### config.mk
export PLATFORM = sky130hd
export DESIGN_NAME = bank_stream_ctrl
export DESIGN_NICKNAME = d
export VERILOG_FILES = /design/src/rtl/bank_stream_ctrl.sv
export SDC_FILE = /design/constraint.sdc
export NUM_CORES = 1
export LEC_CHECK = 0
export CAP_MARGIN = 20
export CORE_MARGIN = 1.5
export CORE_UTILIZATION = 40
export CTS_CLUSTER_DIAMETER = 100
export DETAILED_ROUTE_END_ITERATION = 8
export HOLD_SLACK_MARGIN = 0.05
export PLACE_DENSITY = 0.66
export SETUP_SLACK_MARGIN = 0.4
export SYNTH_ARGS = -nofsm -noshare
export SYNTH_HDL_FRONTEND = slang
export SYNTH_SLANG_ARGS = --single-unit
### constraint.sdc
create_clock -name clk -period 4.4 [get_ports clk]
set_input_delay 0.44 -clock clk [delete_from_list [all_inputs] [get_ports clk]]
set_output_delay 0.44 -clock clk [all_outputs]
set_load 0.01 [all_outputs]
### src/rtl/bank_stream_ctrl.sv
// bank_stream_ctrl
// Stream-side controller for a single-port coefficient bank with a
// one-cycle registered read. A load command writes an input stream into
// consecutive bank addresses. A drain command reads consecutive addresses
// and presents them on an output stream. A two-entry skid FIFO absorbs the
// read latency and downstream backpressure.
//
// Handshake semantics (both streams): a word moves on the rising clk edge
// where valid && ready are both high. A producer that raises valid keeps
// valid and its payload stable until that edge. s_ready and m_valid are
// functions of registered state only, so neither has a combinational path
// from the opposite side of its own handshake.
module bank_stream_ctrl #(
   parameter int DATA_WIDTH = 32,
   parameter int ADDR_WIDTH = 21
) (
   input  logic                  clk,
   input  logic                  rst,
   // command port
   input  logic                  cmd_valid,
   output logic                  cmd_ready,
   input  logic                  cmd_rd,
   input  logic [ADDR_WIDTH-1:0] cmd_base,
   input  logic [ADDR_WIDTH-1:0] cmd_len_m1,
   // load stream
   input  logic                  s_valid,
   output logic                  s_ready,
   input  logic [DATA_WIDTH-1:0] s_data,
   // drain stream
   output logic                  m_valid,
   input  logic                  m_ready,
   output logic [DATA_WIDTH-1:0] m_data,
   output logic                  m_last,
   // bank port
   output logic [ADDR_WIDTH-1:0] bank_addr,
   output logic [DATA_WIDTH-1:0] bank_data_in,
   output logic                  bank_we,
   input  logic [DATA_WIDTH-1:0] bank_data_out,
   // status
   output logic                  busy,
   output logic                  done,
   output logic [1:0]            dbg_state
);

   typedef enum logic [1:0] {
      ST_IDLE  = 2'd0,
      ST_LOAD  = 2'd1,
      ST_DRAIN = 2'd2
   } state_t;

   state_t                  state_q, state_d;
   logic [ADDR_WIDTH-1:0]   base_q, base_d;
   logic [ADDR_WIDTH-1:0]   len_q, len_d;
   logic [ADDR_WIDTH-1:0]   cnt_q, cnt_d;
   logic [ADDR_WIDTH-1:0]   rcnt_q, rcnt_d;
   logic                    all_issued_q, all_issued_d;
   logic                    pend_q, pend_d;
   logic                    pend_last_q, pend_last_d;
   logic                    done_q, done_d;

   // skid FIFO: two entries, one-bit pointers, occupancy 0..2
   logic [DATA_WIDTH-1:0]   fifo_data_q [2];
   logic                    fifo_last_q [2];
   logic [1:0]              occ_q, occ_d;
   logic                    wr_ptr_q, wr_ptr_d;
   logic                    rd_ptr_q, rd_ptr_d;

   logic                    push;
   logic                    pop;
   logic                    issue;
   logic [2:0]              occ_proj;

   // Status and stream outputs straight from registered state.
   assign cmd_ready = (state_q == ST_IDLE);
   assign s_ready   = (state_q == ST_LOAD);
   assign busy      = (state_q != ST_IDLE);
   assign done      = done_q;
   assign dbg_state = state_q;
   assign m_valid   = (occ_q != 2'd0);
   assign m_data    = fifo_data_q[rd_ptr_q];
   assign m_last    = fifo_last_q[rd_ptr_q];

   // FIFO bookkeeping: a read issued last cycle lands this cycle; occ_proj
   // is the occupancy the FIFO will have once that word and any pop settle.
   always_comb begin
      push     = pend_q;
      pop      = (occ_q != 2'd0) && m_ready;
      occ_proj = {1'b0, occ_q} + {2'b00, pend_q} - {2'b00, pop};
      occ_d    = occ_q + {1'b0, push} - {1'b0, pop};
      wr_ptr_d = push ? ~wr_ptr_q : wr_ptr_q;
      rd_ptr_d = pop  ? ~rd_ptr_q : rd_ptr_q;
   end

   // Next-state and bank-port logic for IDLE / LOAD / DRAIN.
   always_comb begin
      state_d      = state_q;
      base_d       = base_q;
      len_d        = len_q;
      cnt_d        = cnt_q;
      rcnt_d       = rcnt_q;
      all_issued_d = all_issued_q;
      pend_d       = 1'b0;
      pend_last_d  = 1'b0;
      done_d       = 1'b0;
      issue        = 1'b0;
      bank_addr    = '0;
      bank_data_in = '0;
      bank_we      = 1'b0;

      case (state_q)
         ST_IDLE: begin
            if (cmd_valid) begin
               base_d       = cmd_base;
               len_d        = cmd_len_m1;
               cnt_d        = '0;
               rcnt_d       = '0;
               all_issued_d = 1'b0;
               state_d      = cmd_rd ? ST_DRAIN : ST_LOAD;
            end
         end

         ST_LOAD: begin
            // s_ready is 1 here, so every s_valid is a handshake.
            bank_addr    = base_q + cnt_q;
            bank_data_in = s_data;
            bank_we      = s_valid;
            if (s_valid) begin
               cnt_d = cnt_q + 1'b1;
               if (cnt_q == len_q) begin
                  state_d = ST_IDLE;
                  done_d  = 1'b1;
               end
            end
         end

         ST_DRAIN: begin
            bank_addr = base_q + rcnt_q;
            // Never let stored plus in-flight words exceed the FIFO depth.
            issue = !all_issued_q && (occ_proj < 3'd2);
            if (issue) begin
               pend_d      = 1'b1;
               pend_last_d = (rcnt_q == len_q);
               rcnt_d      = rcnt_q + 1'b1;
               if (rcnt_q == len_q) begin
                  all_issued_d = 1'b1;
               end
            end
            if (pop && m_last) begin
               state_d = ST_IDLE;
               done_d  = 1'b1;
            end
         end

         default: begin
            state_d = ST_IDLE;
         end
      endcase
   end

   // Control state registers.
   always_ff @(posedge clk) begin
      if (rst) begin
         state_q      <= ST_IDLE;
         base_q       <= '0;
         len_q        <= '0;
         cnt_q        <= '0;
         rcnt_q       <= '0;
         all_issued_q <= 1'b0;
         pend_q       <= 1'b0;
         pend_last_q  <= 1'b0;
         done_q       <= 1'b0;
         occ_q        <= 2'd0;
         wr_ptr_q     <= 1'b0;
         rd_ptr_q     <= 1'b0;
      end else begin
         state_q      <= state_d;
         base_q       <= base_d;
         len_q        <= len_d;
         cnt_q        <= cnt_d;
         rcnt_q       <= rcnt_d;
         all_issued_q <= all_issued_d;
         pend_q       <= pend_d;
         pend_last_q  <= pend_last_d;
         done_q       <= done_d;
         occ_q        <= occ_d;
         wr_ptr_q     <= wr_ptr_d;
         rd_ptr_q     <= rd_ptr_d;
      end
   end

   // Skid FIFO storage: capture the bank word the cycle after its read.
   always_ff @(posedge clk) begin
      if (rst) begin
         fifo_data_q[0] <= '0;
         fifo_data_q[1] <= '0;
         fifo_last_q[0] <= 1'b0;
         fifo_last_q[1] <= 1'b0;
      end else if (push) begin
         fifo_data_q[wr_ptr_q] <= bank_data_out;
         fifo_last_q[wr_ptr_q] <= pend_last_q;
      end
   end

endmodule

==> reports/metrics.yaml <==
status:
  run_status: "complete, no violations"
timing:
  post-route-period-util_pct: 89.37
  holdWs_ps: 463.9
  finalSetupViolations: 0
  timing.fmax_mhz: 254.3
  worst_slack_ps: 467.9
  slew_headroom_pct: 32.40
  totalNegativeSetupSlack_ps: 0
  final_period_demand_of_the_worst_path_ps: 3932
  grt_setup_unrepaired: "yes"
  final-hold-violation-count: 0
  final_count_of_pins_violating_max_slew: 0
  max_slew.worst_pin.slew_ps: 1014
  final.setup_skew_ps: 11.74
power_and_ir_drop:
  ir_drop_mv: 0.2848
  powerDensity_mw_per_mm2: 379.1
  leakage_nw: 4.638
synth:
  synth-warning-count: 0
  syn-instance-count: 934
  synth.area.top_cells: "edfxtp_1 (23%), dfxtp_1 (22%), and2_1 (7.6%), mux2_2 (6.7%), xor2_1 (5.2%)"
  synthMostInstantiatedCell: "nand2_1"
  syn_avg_cell_area_um2: 9.385
  synth-main-ff-cell: "dfxtp_1"
  ys_seq_area_share_pct: 44.30
  synth.net_count: 1077
  synth.largest_area_cell: "edfxtp_1"
  post_synthesis_sequential_element_count: 161
  synth_top_cell_area_share_pct: 22.61
  synth.cells.most_frequent: "nand2_1 (119), and2_1 (107), dfxtp_1 (95), a21oi_1 (71), edfxtp_1 (66)"
  number_of_enable_type_register_cells_in_the_synthesized_netlist: 66
  async_reset_ff_share_pct: 0
  synth_cell_type_count: 58
  post_synth_instance_area_mm2: 0.008766
grt:
  antenna_violations_before_repair: 0
  globalRouteTotalUtil_pct: 20.45
  grt_max_degree: 62
  grt_first_pass_wirelength_mm: 35.93
  first_global_vias: 7008
  grt_overflow_total: 0
floorplan:
  floorplan.die.width_um: 151.0
  fp.coreArea_mm2: 0.02129
  rows: 53
  start_util_pct: 41.18
  die-height_um: 151.0
  io-pin-count: 206
  dieArea_mm2: 0.02281
run:
  timing.max_cap.violations: 0
routing:
  route.antenna.remaining_nets: 0
  via_count: 7263
  drt_iter0_drc: 316
  route.final.wire_length_mm: 23.39
  first_pass_iters: 5
  viasPerCell: 5.122
  drc: 0
  post_drt_wl_per_cell_um: 16.49
placed_design:
  preCtsSetupSlack_ps: 326.5
  placed_area_mm2: 0.01110
  place.port_buffers: 205
  place_congestion: 0.8854
  hpwlAfterDp_mm: 17.06
setup_path:
  timing_worst_setup_path_type: "reg2out"
  timing.critical_path.mode_cell: "mux2_2"
  reg2reg_depth: 11
  slowest_stage_delay_on_critical_path_ps: 370
  critical_path.slowest_cell: "fa_2"
  critPathArrivalTime_ps: 3490
  worst_setup_ep_type: "output port"
  cp_data_required_time_ps: 3960
  worstPathMaxFanout: 3
  crit_path_launch_type: "flip-flop"
  worstPathCellList: "inv_2 > ha_2 > mux2_2 > ha_1 > fa_2 > a21oi_2 > o211ai_1 > a31oi_4 > o21ai_2 > a211o_1 > mux2_2 > dlymetal6s2s_1"
final_layout:
  n_fill_cell: 1915
  flip_flop_and_latch_area_mm2: 0.003885
  synth_to_final_area_change_pct: 34.53
  antenna_cells: 0
  finalInstanceArea_mm2: 0.01179
  design.final.nets: 1274
  post_route_cells_drive_above_1_share_pct: 11.64
  multi_input_comb_area_mm2: 0.004735
clocking:
  worst_case_clock_buffer_depth: 2
  cts_buffers: 17
  tritoncts_clock_tree: "built"
  clock_latency_ps: 440
  htreeDepth: 4
  clk_root_buffer_cell: "clkbuf_16"
  clock_transition_time_at_the_flip_flop_clock_pins_of_the_worst_setup_and_hold_paths_ps: 60
  clock_sink_count: 161
min_path:
  whs_path_depth: 2
  hp-class: "reg2reg"
[cell type report]
cell class | count | share of cell area, %
Clock buffer | 17 | 3.607
Clock inverter | 14 | 1.019
Inverter | 20 | 0.6366
Multi-Input combinational cell | 704 | 40.15
Sequential cell | 161 | 32.94
Tap cell | 275 | 2.918
Timing Repair Buffer | 227 | 18.73
[logic make-up after synthesis]
| family | count (synthesis) | share of synthesized area, % |
|---|---|---|
| buf+inv | 69 | 3.069 |
| xor+xnor | 91 | 9.092 |
| fa+ha+maj | 31 | 4.596 |
| simple gates | 392 | 22.58 |
| flops | 161 | 44.30 |
| mux | 58 | 7.365 |
| compound gates | 132 | 8.992 |
[what timing repair did]
item / CTS / global route
resized for setup: 30 / 10
setup endpoints to repair: 13 / 7
pin swaps: 5 / 4
setup buffers: 4 / 1
hold buffers: 0 / 0
[power by group]
group / internal [W] / switching (W) / total, W
Sequential: 0.00167 / 0.000103 / 0.00178
Combinational: 0.000664 / 0.000631 / 0.00129
Clock: 0.000737 / 0.000663 / 0.00140
Total: 0.00307 / 0.00140 / 0.00447
[critical path, delay by kind of cell (launching register included)]
family / cells / cell delay, ps
compound gates: 5 / 1080
mux: 2 / 600
flops: 1 / 320
buf+inv: 2 / 260
fa+ha+maj: 3 / 790
[per-layer routing]
metal / up-vias / global-route usage (%) / part of all wire [%]
met4: 0 / 9.175 / 3.0
li1: 3603 / - / -
met1: 3398 / 25.17 / 42
met2: 214 / 34.61 / 49
met5: - / 0 / 0
met3: 48 / 3.976 / 5.7
[metrics by stage]
step	instances	power, W	utilization (%)
after floorplan	934	0.002504	-
after global placement	1382	0.003091	52.15
after detailed placement	1382	0.003105	52.15
after CTS	1417	0.004514	55.22
after global routing	1418	0.004693	55.40
final	1418	0.004470	55.40
[state kept, by name, indices dropped and copies added (netlist names), named ones only]
name	flops
all_issued_q	1
base_q	21
cnt_q	21
dbg_state	2
done	1
fifo_data_q	64
fifo_last_q	2
len_q	21
occ_q	2
pend_last_q	1
pend_q	1
rcnt_q	21
rd_ptr_q	1
wr_ptr_q	1
[placed cells by master, fill, tap and decap left out, types with 3 or more instances in the layout]
master and n:
xor2_1 52, mux2_2 52, buf_4 22, dlygate4sd2_1 9
nor2_1 63, dlymetal6s2s_1 3, nor3_1 13, o21a_1 4
and3_1 8, nand3_1 24, a21o_1 6, inv_1 17
clkinv_4 3, mux2i_1 6, clkbuf_16 17, clkdlybuf4s50_1 192
ha_4 3, or3_1 8, inv_6 6, and2_1 107
nor2b_1 5, a21oi_1 68, nand2b_1 5, edfxtp_1 66
xnor2_1 39, and4_1 6, dfxtp_1 94, o21bai_1 7
nor4_1 8, nand4_1 14, nand2_1 119, ha_1 23
o21ai_0 15, or3_2 3, ha_2 3
[path summary, 6_finish.rpt]
check	slack [ps]	startpoint	to
min	460	base_q[5]	base_q[5]
min reg2reg	460	base_q[5]	base_q[5]
max	470	dbg_state[0]	bank_addr[20]
max reg2reg	890	occ_q[1]	rcnt_q[6]
(Power assumes the default switching activity.)
